**src/rtl/zion_basic_circuit_lib_pkg.sv**
```systemverilog
// zion_basic_circuit_lib_pkg
//   Types and constants shared by the basic circuit library.
//   skid_state_e : occupancy state of the two-entry skid register
//   OCNT_W       : width of the skid register occupancy count
package zion_basic_circuit_lib_pkg;

    typedef enum logic [1:0] {
        EMPTY = 2'd0,  // no entries
        BUSY  = 2'd1,  // mainQ valid
        FULL  = 2'd2   // mainQ and skidQ valid
    } skid_state_e;

    localparam int OCNT_W = 2;

endpackage

```
**src/rtl/zion_basic_circuit_lib_skid_reg.sv**
```systemverilog
// zion_basic_circuit_lib_skid_reg
//   Two-entry valid/ready register slice (skid buffer). It registers the
//   forward data/valid path and the backward ready path. It sustains one
//   transfer per cycle and keeps strict FIFO order.
// Parameters:
//   WIDTH    data width (>= 1)
//   INI_DATA value loaded into both data registers on rst/clr
// Ports:
//   clk          rising-edge clock
//   rst          synchronous active-high reset
//   clr          synchronous active-high flush (rst has priority)
//   iVld/iRdy    upstream handshake, iDat upstream data
//   oVld/oRdy    downstream handshake, oDat downstream data (from mainQ)
//   oCnt         occupancy 0/1/2
module zion_basic_circuit_lib_skid_reg
    import zion_basic_circuit_lib_pkg::*;
#(
    parameter int               WIDTH    = 8,
    parameter logic [WIDTH-1:0] INI_DATA = '0
) (
    input  logic              clk,
    input  logic              rst,
    input  logic              clr,
    input  logic              iVld,
    output logic              iRdy,
    input  logic [WIDTH-1:0]  iDat,
    output logic              oVld,
    input  logic              oRdy,
    output logic [WIDTH-1:0]  oDat,
    output logic [OCNT_W-1:0] oCnt
);

    if (WIDTH < 1) begin : g_width_chk
        $error("zion_basic_circuit_lib_skid_reg: WIDTH must be >= 1");
`ifdef CHECK_ERR_EXIT
        $fatal(1, "zion_basic_circuit_lib_skid_reg: aborting on parameter error");
`endif
    end

    skid_state_e      state_q, state_d;
    logic [WIDTH-1:0] mainQ, skidQ;
    logic             main_ld, main_from_skid, skid_ld;
    logic             flush;

    assign flush = rst | clr;

    // Next-state and register load enables. In EMPTY/BUSY iRdy is high
    // whenever no flush is pending, so iVld alone marks an upstream transfer.
    // A flush overrides every load in the sequential blocks below.
    always_comb begin
        state_d        = state_q;
        main_ld        = 1'b0;
        main_from_skid = 1'b0;
        skid_ld        = 1'b0;
        case (state_q)
            EMPTY: begin
                if (iVld) begin
                    main_ld = 1'b1;
                    state_d = BUSY;
                end
            end
            BUSY: begin
                if (iVld && oRdy) begin
                    main_ld = 1'b1;          // pass-through
                end else if (iVld) begin
                    skid_ld = 1'b1;          // consumer stalled: skid the word
                    state_d = FULL;
                end else if (oRdy) begin
                    state_d = EMPTY;         // mainQ keeps stale value
                end
            end
            FULL: begin
                if (oRdy) begin
                    main_ld        = 1'b1;
                    main_from_skid = 1'b1;
                    state_d        = BUSY;
                end
            end
            default: state_d = EMPTY;
        endcase
    end

    always_ff @(posedge clk) begin
        if (flush) state_q <= EMPTY;
        else       state_q <= state_d;
    end

    always_ff @(posedge clk) begin
        if (flush)        mainQ <= INI_DATA;
        else if (main_ld) mainQ <= main_from_skid ? skidQ : iDat;
    end

    always_ff @(posedge clk) begin
        if (flush)        skidQ <= INI_DATA;
        else if (skid_ld) skidQ <= iDat;
    end

    // Only the rst/clr gating on iRdy is combinational; everything else
    // decodes from the state register.
    assign iRdy = (state_q != FULL) & ~flush;
    assign oVld = (state_q != EMPTY);
    assign oDat = mainQ;

    always_comb begin
        case (state_q)
            BUSY:    oCnt = OCNT_W'(1);
            FULL:    oCnt = OCNT_W'(2);
            default: oCnt = OCNT_W'(0);
        endcase
    end

endmodule

```
**config.mk**
```make
export PLATFORM = sky130hd
export DESIGN_NAME = zion_basic_circuit_lib_skid_reg
export DESIGN_NICKNAME = d
export VERILOG_FILES = /design/src/rtl/zion_basic_circuit_lib_pkg.sv /design/src/rtl/zion_basic_circuit_lib_skid_reg.sv
export SDC_FILE = /design/constraint.sdc
export NUM_CORES = 1
export LEC_CHECK = 0
export ABC_AREA = 1
export CAP_MARGIN = 25
export CORE_MARGIN = 2
export CORE_UTILIZATION = 40
export CTS_CLUSTER_SIZE = 25
export DETAILED_ROUTE_END_ITERATION = 8
export PLACE_DENSITY = 0.73
export SYNTH_ARGS = -nofsm -noshare
export SYNTH_HDL_FRONTEND = slang
export SYNTH_SLANG_ARGS = --single-unit
```
**constraint.sdc**
```tcl
create_clock -name clk -period 1.5 [get_ports clk]
set_clock_uncertainty 0.15 [all_clocks]
set_input_delay 0.225 -clock clk [delete_from_list [all_inputs] [get_ports clk]]
set_output_delay 0.225 -clock clk [all_outputs]
set_load 0.02 [all_outputs]
```
Word level (Yosys, flattened, before mapping)

Cells that the tools add are included.

Bits in latches: 0
Logic and storage cells: 32
Memory bits (read-only): 0
Flip-flop bits (word level): 18
Input port bits: 13
Memories: 0
RAM bits: 0
Output and inout bits: 12

Multipliers: 0
Bitwise gates (word level): 3
Div/mod/pow operators: 0
$lt $le $gt $ge: 0
Reductions and logical operators: 4
Eq/ne operators: 7
$add $sub $neg: 0
Shift-type cells: 0
Multiplexer cells: 15

Operators with widths:

| operator                                             | count |
|---|---|
| two-way mux 2 bit                                    | 5 |
| two-way mux 8 bit                                    | 1 |
| inequality test 2 bit (second input constant)        | 4 |
| two-way mux 1 bit                                    | 6 |
| one-hot mux 2 bit (3 select lines)                   | 1 |
| one-hot mux 2 bit (2 select lines)                   | 1 |
| AND reduction 4 bit                                  | 1 |
| inequality test 3 bit (second input constant)        | 1 |
| one-hot mux 1 bit (3 select lines)                   | 1 |
| equality test 2 x 1 -> 1 bit (second input constant) | 1 |
| equality test 2 bit (second input constant)          | 1 |
| zero test 2 bit                                      | 1 |
| nonzero test 2 bit                                   | 1 |
| bitwise AND 1 bit                                    | 1 |
| logical AND 1 bit                                    | 1 |
| NOT 1 bit                                            | 1 |
| bitwise OR 1 bit                                     | 1 |

Longest topological paths before layout

Gate-level depths: netlist of run 1.

Word-level depth: 4
Depth in mapped cells: 8

Worst setup path before layout of run 1

OpenSTA, ideal clock, no wires.

Path type: register to output
Start: register state_q[1]
End: output port iRdy
Arrival time: 935 ps
Stages on the path, launching flop included: 4
Setup slack: 190 ps
Cell sequence: dfxtp_1 inv_2 nor2_1 nor2_1

Cells in the longest elaborated chain, start to end: 2

Ends and longest elaborated chain:

| item                     | RTL line                               | RTL |
|---|---|---|
| start: declaration       | zion_basic_circuit_lib_skid_reg.sv:40  | `skid_state_e state_q, state_d;` |
| start signal: assignment | zion_basic_circuit_lib_skid_reg.sv:85  | `else state_q <= state_d;` |
| inequality test 2 bit    | zion_basic_circuit_lib_skid_reg.sv:100 | `assign iRdy = (state_q != FULL) & ~flush;` |
| bitwise AND 1 bit        | zion_basic_circuit_lib_skid_reg.sv:100 |  |
| end: declaration         | zion_basic_circuit_lib_skid_reg.sv:25  | `output logic iRdy,` |

Every way passes these cells.

Final worst setup path of run 1

Start: input port rst
End: output port iRdy

Cells in the longest elaborated chain, start to end: 3

Ends and longest elaborated chain:

| item               | RTL line                               | RTL |
|---|---|---|
| start: declaration | zion_basic_circuit_lib_skid_reg.sv:22  | `input logic rst,` |
| bitwise OR 1 bit   | zion_basic_circuit_lib_skid_reg.sv:45  | `assign flush = rst \| clr;` |
| NOT 1 bit          | zion_basic_circuit_lib_skid_reg.sv:100 |  |
| bitwise AND 1 bit  | zion_basic_circuit_lib_skid_reg.sv:100 |  |

Every way passes these cells.

==> results of run 1 <==
how the worst max path moves through the flow:
stage                     startpoint      end  slack [ps]  cells past startpoint
after detailed placement         clr     iRdy        -470                      5
after CTS                 state_q[1]  oCnt[0]         0.6                      3
final                            rst     iRdy          40                      5
after global placement           clr     iRdy        -450                      5
after floorplan           state_q[1]     iRdy         190                      3
after global routing      state_q[1]     iRdy         -20                      4
critical path: stages:
cell and delay, ps:
clkdlybuf4s50_1 410, nor2_2 150, inv_1 70, nor2_1 90, buf_4 150
through the flow:
stage | power [W] | worst slack, ps | area, sq um | setup TNS, ps | cells
after floorplan | 0.000605 | 190 | 891 | 0 | 133
after global placement | 0.000682 | -455 | 1180 | -1660 | 187
after detailed placement | 0.000685 | -466 | 1180 | -1890 | 187
after CTS | 0.000973 | 0.649 | 1190 | 0 | 191
after global routing | 0.00101 | -15.5 | 1210 | -15.5 | 191
final | 0.000968 | 37.0 | 1210 | 0 | 191
power by group through the flow:
stage	clock network [W]	registers, W	logic, W
floorplan	0	0.000521	0.0000847
global placement	0	0.000508	0.000174
detailed placement	0	0.000509	0.000176
CTS	0.000308	0.000497	0.000168
global route	0.000324	0.000499	0.000189
finish	0.000299	0.000498	0.000171
registers in the layout, indices dropped and copies added (netlist names):
name     cells
oDat         8
state_q      2
skidQ        8
final cells by class:
class	count	area (sq um)	share of cell area [%]
Clock buffer	4	36.3	3.00
Multi-Input combinational cell	96	438	36.2
Tap cell	28	35.0	2.90
Timing Repair Buffer	31	278	23.0
Sequential cell	18	363	30.0
Inverter	14	60.1	4.96
kinds of logic (layout without fill, tap and decap cells):
logic type | Yosys count | count (layout)
simple gates | 86 | 86
buf+inv | 19 | 49
flops | 18 | 18
compound gates | 10 | 10
what timing repair did:
action                     in CTS  in global routing
hold buffers                    0                  0
resized for setup              25                  6
buffers inserted                0                  0
gates cloned                    0                  0
pin swaps                       0                  1
setup endpoints to repair      12                  5
placed cells by master (no fill, tap or decap):
| master | Yosys | routed |
|---|---|---|
| a21oi_1 | 2 | 2 |
| nor2_2 | 0 | 2 |
| buf_2 | 2 | 1 |
| dlygate4sd2_1 | 0 | 8 |
| nor2_1 | 35 | 33 |
| nand3_4 | 1 | 1 |
| buf_6 | 2 | 1 |
| nand2_1 | 38 | 38 |
| clkbuf_4 | 0 | 3 |
| nor2_8 | 1 | 1 |
| dfxtp_2 | 0 | 2 |
| nand4_1 | 8 | 8 |
| clkbuf_8 | 0 | 1 |
| clkdlybuf4s15_2 | 0 | 1 |
| inv_1 | 11 | 11 |
| clkinv_4 | 1 | 1 |
| buf_4 | 1 | 8 |
| nand3_2 | 1 | 1 |
| inv_4 | 0 | 1 |
| clkdlybuf4s50_1 | 0 | 12 |
| dfxtp_1 | 18 | 16 |
| nand2_2 | 1 | 1 |
| o21ai_0 | 8 | 8 |
| inv_2 | 2 | 1 |
| nand3_1 | 1 | 1 |
metal layers:
metal / global-route usage [%] / vias to the layer above / part of all wire, %
met3: 4.39 / 8 / 7.6
li1: - / 472 / -
met4: 8.11 / 0 / 2.2
met5: 0 / - / 0
met1: 18.6 / 386 / 43
met2: 28.4 / 43 / 47
==> impl_metrics.tcl, run 1 <==
set metrics [dict create \
    path_class "in -> out" \
    swShare_pct 26.0 \
    cap_violations 0 \
    fill_cells 216 \
    pin_count 25 \
    p_sw_w 0.000252 \
    synth_top_family_by_area "simple AND/OR/NAND/NOR gates" \
    max_freq_mhz 684 \
    finalHoldWorstSlack_ps 342 \
    synth.most_common_cell "nand2_1" \
    synth.mux.area_fraction_pct 0 \
    synth_cell_types 17 \
    synthFlopType "dfxtp_1" \
    synthTopCellsByCount "nand2_1 (38), nor2_1 (35), dfxtp_1 (18)" \
    slew_viol_final 0 \
    grtUsageTotal_pct 16.5 \
    dr_total_vias 909 \
    synth_nets 146 \
    coreArea_sq_um 2150 \
    die_h_um 51.2 \
    rsz0062_at_grt "yes" \
    power_leakage_nw 0.568 \
    routed_via_density 4.76 \
    h-tree-depth 1 \
    grt_pass1_vias 784 \
    wl_um 1970 \
    grt_pass1_wl_um 3180 \
    ir_drop_v 0.000648 \
    power_frac_comb_pct 17.7 \
    synth_largest_area_cell "dfxtp_1" \
    finalCriticalPeriod_ps 1460 \
    nets 177 \
    die_w_um 51.2 \
    drt_pass1_iterations 4 \
    synth-seq-area-share_pct 40.4 \
    drc 0 \
    cts_tree "built" \
    setup_viol 0 \
    dp_hpwl_um 1410 \
    utilization_pct 56.3 \
    start_kind "input port" \
    crit_path_end_kind "output port" \
    initial_core_util_pct 41.5 \
    clock-sinks 18 \
    clk_pin_slew_ps 100 \
    min-delay-path-class "reg -> reg" \
    r2r_end "oDat[4]" \
    clock_power_share_pct 30.9 \
    synth-xor-area-share_pct 0 \
    hold_depth 2 \
    cp_data_arrival_time_ps 1090 \
    synth_seq_cells 18 \
    synthTopCellsByArea "dfxtp_1 (40%), nand2_1 (16%), nor2_1 (15%)" \
    cts_buffer_depth 2 \
    clock_latency_ps 300 \
    ys_async_sr_fraction_pct 0 \
    netlist_instances 133 \
    rrSetupSlack_ps 140 \
    n_antenna_cell 0 \
    worst_pin_slew_ps 304 \
    seq_power_share_pct 51.4 \
    numCtsBuffers 3 \
    die_area_sq_um 2620 \
    p_int_w 0.000716 \
    gp_congestion 0.836 \
    reg2regPathDepth 7 \
    synth-edff-count 0 \
    outcome "finished clean" \
    whs_endpoint "skidQ[6]" \
    pwr_density_cell_nw_per_um2 800 \
    synth_area_per_cell_sq_um 6.70 \
    grt_max_degree 18 \
    maxSlewHeadroom_pct 79.7 \
    critical_path.reg2reg.startpoint "state_q[0]" \
    grt_overflow_total 0 \
    synth_area_sq_um 891 \
    ctsRootBufferMaster "clkbuf_4" \
    post-route-period-util_pct 97.5 \
    syn2layout_area_growth_pct 35.8 \
    initialDrtViolationCount 23 \
    ys_warn_count 0 \
    synth_top_area_share_pct 40.4 \
    ant_nets 0 \
    synth_compound_area_share_pct 5.62 \
    fp-row-count 17 \
    hp-start "skidQ[6]" \
    synth_simple_gate_area_share_pct 43.0 \
    cp_max_fo 2 \
    wl_per_cell_um 10.3 \
    antenna_found_initial 0 \
    synth_fa_ha_area_share_pct 0 \
    numPortBuffers 24 \
    cp.required_ps 1120 \
    hold_violations 0 \
    drive_gt1_share_pct 16.0 \
]
(Power assumes the default switching activity.)
==> run 2, diff against run 1 <==
- CORE_ASPECT_RATIO: unset -> 1.4
- CTS_CLUSTER_DIAMETER: unset -> 50
==> run 2 against run 1 <==
Compared with the run above: total power fell by 6.4%; via count fell by 0.33%; clock-buffer cell count fell by 1; critical path type unchanged; maximum frequency rose by 0.50%; critical endpoint unchanged; flip-flop and latch count did not move; critical path depth did not move; first-iteration DRC count rose by 8.7%; final area fell by 0.72%.
==> impl_metrics.tcl, run 2 (synthesis results as in run 1) <==
set metrics [dict create \
    most-common-layout-cells "nand2_1 (38), nor2_1 (33), dfxtp_1 (16), clkdlybuf4s50_1 (12)" \
    multi_input_comb_area_sq_um 443 \
    fp-row-count 20 \
    initialDrtViolationCount 25 \
    grt_pass1_wl_um 3290 \
    die_h_um 59.8 \
    hold_violations 0 \
    routed_via_density 4.84 \
    fin_area_sq_um 1200 \
    start_kind "input port" \
    rsz0062_at_grt "no" \
    dpl_cell_area_sq_um 1190 \
    fill_cells 231 \
    initial_core_util_pct 41.4 \
    power_leakage_nw 0.576 \
    utilization_pct 55.8 \
    finalHoldWorstSlack_ps 346 \
    drive_gt1_share_pct 17.0 \
    die_area_sq_um 2630 \
    ir_drop_v 0.000396 \
    numPortBuffers 24 \
    cp_data_arrival_time_ps 1080 \
    grtUsageTotal_pct 16.4 \
    seq_area_sq_um 363 \
    nets 180 \
    clk_pin_slew_ps 90 \
    reg2regPathDepth 7 \
    dp_hpwl_um 1410 \
    cp_max_fo 2 \
    setup_viol 0 \
    pin_count 25 \
    clock_latency_ps 290 \
    ant_nets 0 \
    clock-sinks 18 \
    cts_tree "built" \
    pwr_density_cell_nw_per_um2 755 \
    post-route-period-util_pct 97.1 \
    antenna_found_initial 0 \
    pre_cts_slack_ps -414 \
    cap_violations 0 \
    gp_congestion 0.770 \
    path_class "in -> out" \
    syn2layout_area_growth_pct 34.8 \
    wl_um 1960 \
    drc 0 \
    grt_overflow_total 0 \
    ctsRootBufferMaster "clkbuf_4" \
    h-tree-depth 1 \
    maxSlewHeadroom_pct 80.7 \
    final_common_cell "nand2_1" \
    min-delay-path-class "reg -> reg" \
    hold_depth 2 \
    p_total_w 0.000907 \
    wl_per_cell_um 10.5 \
    numCtsBuffers 3 \
    cp.required_ps 1120 \
    slew_viol_final 0 \
    final.setup.worst_slack_ps 44.2 \
    n_antenna_cell 0 \
    worst_pin_slew_ps 288 \
    max_freq_mhz 687 \
    die_w_um 43.9 \
    drt_pass1_iterations 4 \
    crit_path_end_kind "output port" \
    outcome "finished clean" \
    finalCriticalPeriod_ps 1460 \
    grt_max_degree 18 \
    grt_pass1_vias 828 \
    dr_total_vias 906 \
    cts_buffer_depth 2 \
    coreArea_sq_um 2150 \
]
-- run 2: path summary, 6_finish.rpt --
check             slack, ps  endpoint       start
hold reg to reg         350  skidQ[0]    skidQ[0]
setup reg to reg        120   oDat[7]  state_q[0]
setup / recovery         40      iRdy         rst
hold / removal          350  skidQ[0]    skidQ[0]
-- run 2: area by class of cell --
| cell class | instances | share of cell area (%) |
|---|---|---|
| multi-input combinational | 96 | 36.9 |
| sequential | 18 | 30.2 |
| timing repair buffer | 34 | 24.0 |
| inverter | 14 | 4.79 |
| tap | 22 | 2.29 |
| clock buffer | 3 | 1.88 |
-- run 2: metrics by stage --
stage / setup TNS, ps / cells
2_1_floorplan: 0 / 133
3_3_place_gp: -1510 / 183
3_5_place_dp: -2060 / 183
4_1_cts: 0 / 186
5_1_grt: 0 / 187
6_report: 0 / 187
-- run 2: worst max-delay path: stages --
cell	delay [ps]
clkdlybuf4s50_1	410
nor2_2	130
inv_1	70
nor2_1	100
buf_4	150
-- run 2: metal layers --
layer	share of wire [%]	wire, um	vias to the layer above	global-route usage [%]
met3	4.3	85	4	3.32
met4	2.1	42	0	8.66
li1	-	-	477	-
met1	42	824	398	18.8
met5	0	0	-	0
met2	51	1010	27	28.2
-- run 2: timing repair --
action                     CTS  global route
setup endpoints to repair   12             2
hold buffers                 0             0
setup buffers                0             1
pin swaps                    0             1
resized for setup           25             5
gates cloned                 0             0
-- run 2: power by group --
| group | internal (W) | leakage, nW | switching (W) |
|---|---|---|---|
| sequential | 0.000491 | 0.147 | 0.00000683 |
| clock | 0.0000934 | 0.0138 | 0.000143 |
| combinational | 0.0000788 | 0.415 | 0.0000934 |
| total | 0.000663 | 0.576 | 0.000243 |
==> run 3, diff against run 2 <==
- CORE_UTILIZATION: 40 -> 45
- HOLD_SLACK_MARGIN: unset -> 0.1
- PLACE_DENSITY: 0.73 -> 0.8
==> run 3 against run 2 <==
Compared with the run above: clock-buffer cell count rose by 1; hold slack worse by 1.3 ps; non-clock buffer count decreased by 1; critical path depth is 2 lower; wire length shrank 3.5%; final cell count down 0.53%; largest cell class unchanged; via count shrank 1.1%; final area grew 0.21%; die area down 10%; first-iteration DRC count fell by 4.0%; maximum frequency rose by 0.80%.
==> impl_metrics.tcl, run 3 (synthesis results as in run 1) <==
set metrics [dict create \
    cp_max_fo 4 \
    drc 0 \
    ant_nets 0 \
    dp_cells 181 \
    hold_violations 0 \
    power_leakage_nw 0.578 \
    drive_gt1_share_pct 17.0 \
    max_freq_mhz 692 \
    cts_buffer_depth 2 \
    most-common-layout-cells "nand2_1 (38), nor2_1 (33), dfxtp_1 (16), clkdlybuf4s50_1 (12)" \
    cp_data_arrival_time_ps 1070 \
    clock_latency_ps 290 \
    crit_path_end_kind "output port" \
    grtUsageMet1_pct 20.3 \
    dp_hpwl_um 1380 \
    start_kind "flip-flop" \
    numCtsBuffers 3 \
    final_common_cell "nand2_1" \
    initialDrtViolationCount 24 \
    path_class "reg -> out" \
    crit_family "flip-flops" \
    wl_per_cell_um 10.2 \
    drt_pass1_iterations 4 \
    fp-row-count 19 \
    grt_pass1_vias 847 \
    rsz0062_at_grt "yes" \
    n_antenna_cell 0 \
    post-route-period-util_pct 96.3 \
    gr-max-usage-layer "met2" \
    syn2layout_area_growth_pct 35.1 \
    antenna_found_initial 0 \
    die_w_um 41.6 \
    nets 179 \
    maxSlewHeadroom_pct 80.9 \
    initial_core_util_pct 46.3 \
    ir_drop_v 0.000696 \
    cp_slowest_cell "dfxtp_2" \
    grtUsageTotal_pct 17.0 \
    worst_pin_slew_ps 285 \
    grt_pass1_wl_um 3240 \
    dr_total_vias 896 \
    p_total_w 0.000969 \
    outcome "finished clean" \
    cap_violations 0 \
    gp_congestion 0.837 \
    finalSetupTns_ps 0 \
    wl_um 1890 \
    setup_viol 0 \
    routed_via_density 4.82 \
    grt_overflow_total 0 \
    die_area_sq_um 2360 \
    path_buf_inv 2 \
    coreArea_sq_um 1930 \
    grt_util_met2_pct 31.5 \
    grt_util_met3_pct 2.89 \
    clk_pin_slew_ps 110 \
    clock-sinks 18 \
    pwr_density_cell_nw_per_um2 805 \
    die_h_um 56.6 \
    numPortBuffers 24 \
    pin_count 25 \
    cp_common_cell "buf_4" \
    grt_max_degree 18 \
    cts_tree "built" \
    h-tree-depth 1 \
    min-delay-path-class "reg -> reg" \
    cp.required_ps 1120 \
    layout.cells.non_filler 186 \
    slew_viol_final 0 \
    path_cells "buf_4 -> nor2_8 -> buf_4" \
    finalCriticalPeriod_ps 1440 \
    cp_slowest_stage_delay_ps 350 \
    ctsRootBufferMaster "clkbuf_4" \
]
-- run 3: cell count changes in the layout (fill, tap and decap cells not counted) --
cell      change
nor2_2        +1
buf_2         -1
clkbuf_8      +1
nor2_4        -1
-- run 3: routing by layer --
| layer | share of wire [%] | vias up |
|---|---|---|
| met5 | 0 | - |
| met4 | 0.48 | 0 |
| met3 | 4.1 | 2 |
| met2 | 53 | 23 |
| met1 | 42 | 394 |
| li1 | - | 477 |
-- run 3: report_power, final --
part	switching (W)	internal [W]
combinational	0.0000921	0.0000780
sequential	0.00000661	0.000491
clock	0.000154	0.000148
-- run 3: path summary, 6_finish.rpt --
check,to,startpoint,cells after the start,slack [ps]
hold / removal,skidQ[2],skidQ[2],2,350
setup reg to reg,oDat[2],state_q[0],7,140
setup / recovery,oCnt[0],state_q[1],3,60
hold reg to reg,skidQ[2],skidQ[2],2,350
-- run 3: cell type report --
| cell class | instances | area [sq um] |
|---|---|---|
| Timing Repair Buffer | 33 | 283 |
| Tap cell | 21 | 26.3 |
| Inverter | 14 | 57.6 |
| Fill cell | 181 | 722 |
| Clock buffer | 4 | 36.3 |
| Sequential cell | 18 | 363 |
| Multi-Input combinational cell | 96 | 438 |
-- run 3: timing repair --
item,4_1_cts,5_1_grt
endpoints found under the setup margin,12,3
buffers inserted,0,1
pin swaps,0,1
resized for setup,25,5
hold buffers,0,0
-- run 3: per-stage QoR --
step	util [%]	hold WS (ps)	setup slack, ps	area (sq um)
after CTS	62.0	346	3.61	1190
after floorplan	-	239	190	891
after global routing	62.5	358	-18.1	1200
final	62.5	345	55.7	1200
after global placement	61.1	317	-364	1180
after detailed placement	61.1	327	-413	1180
-- run 3: worst min-delay path, cell delays in order, from the launching register on --
cell and delay [ps]:
dfxtp_1 320, nor2_1 90, nor2_1 50
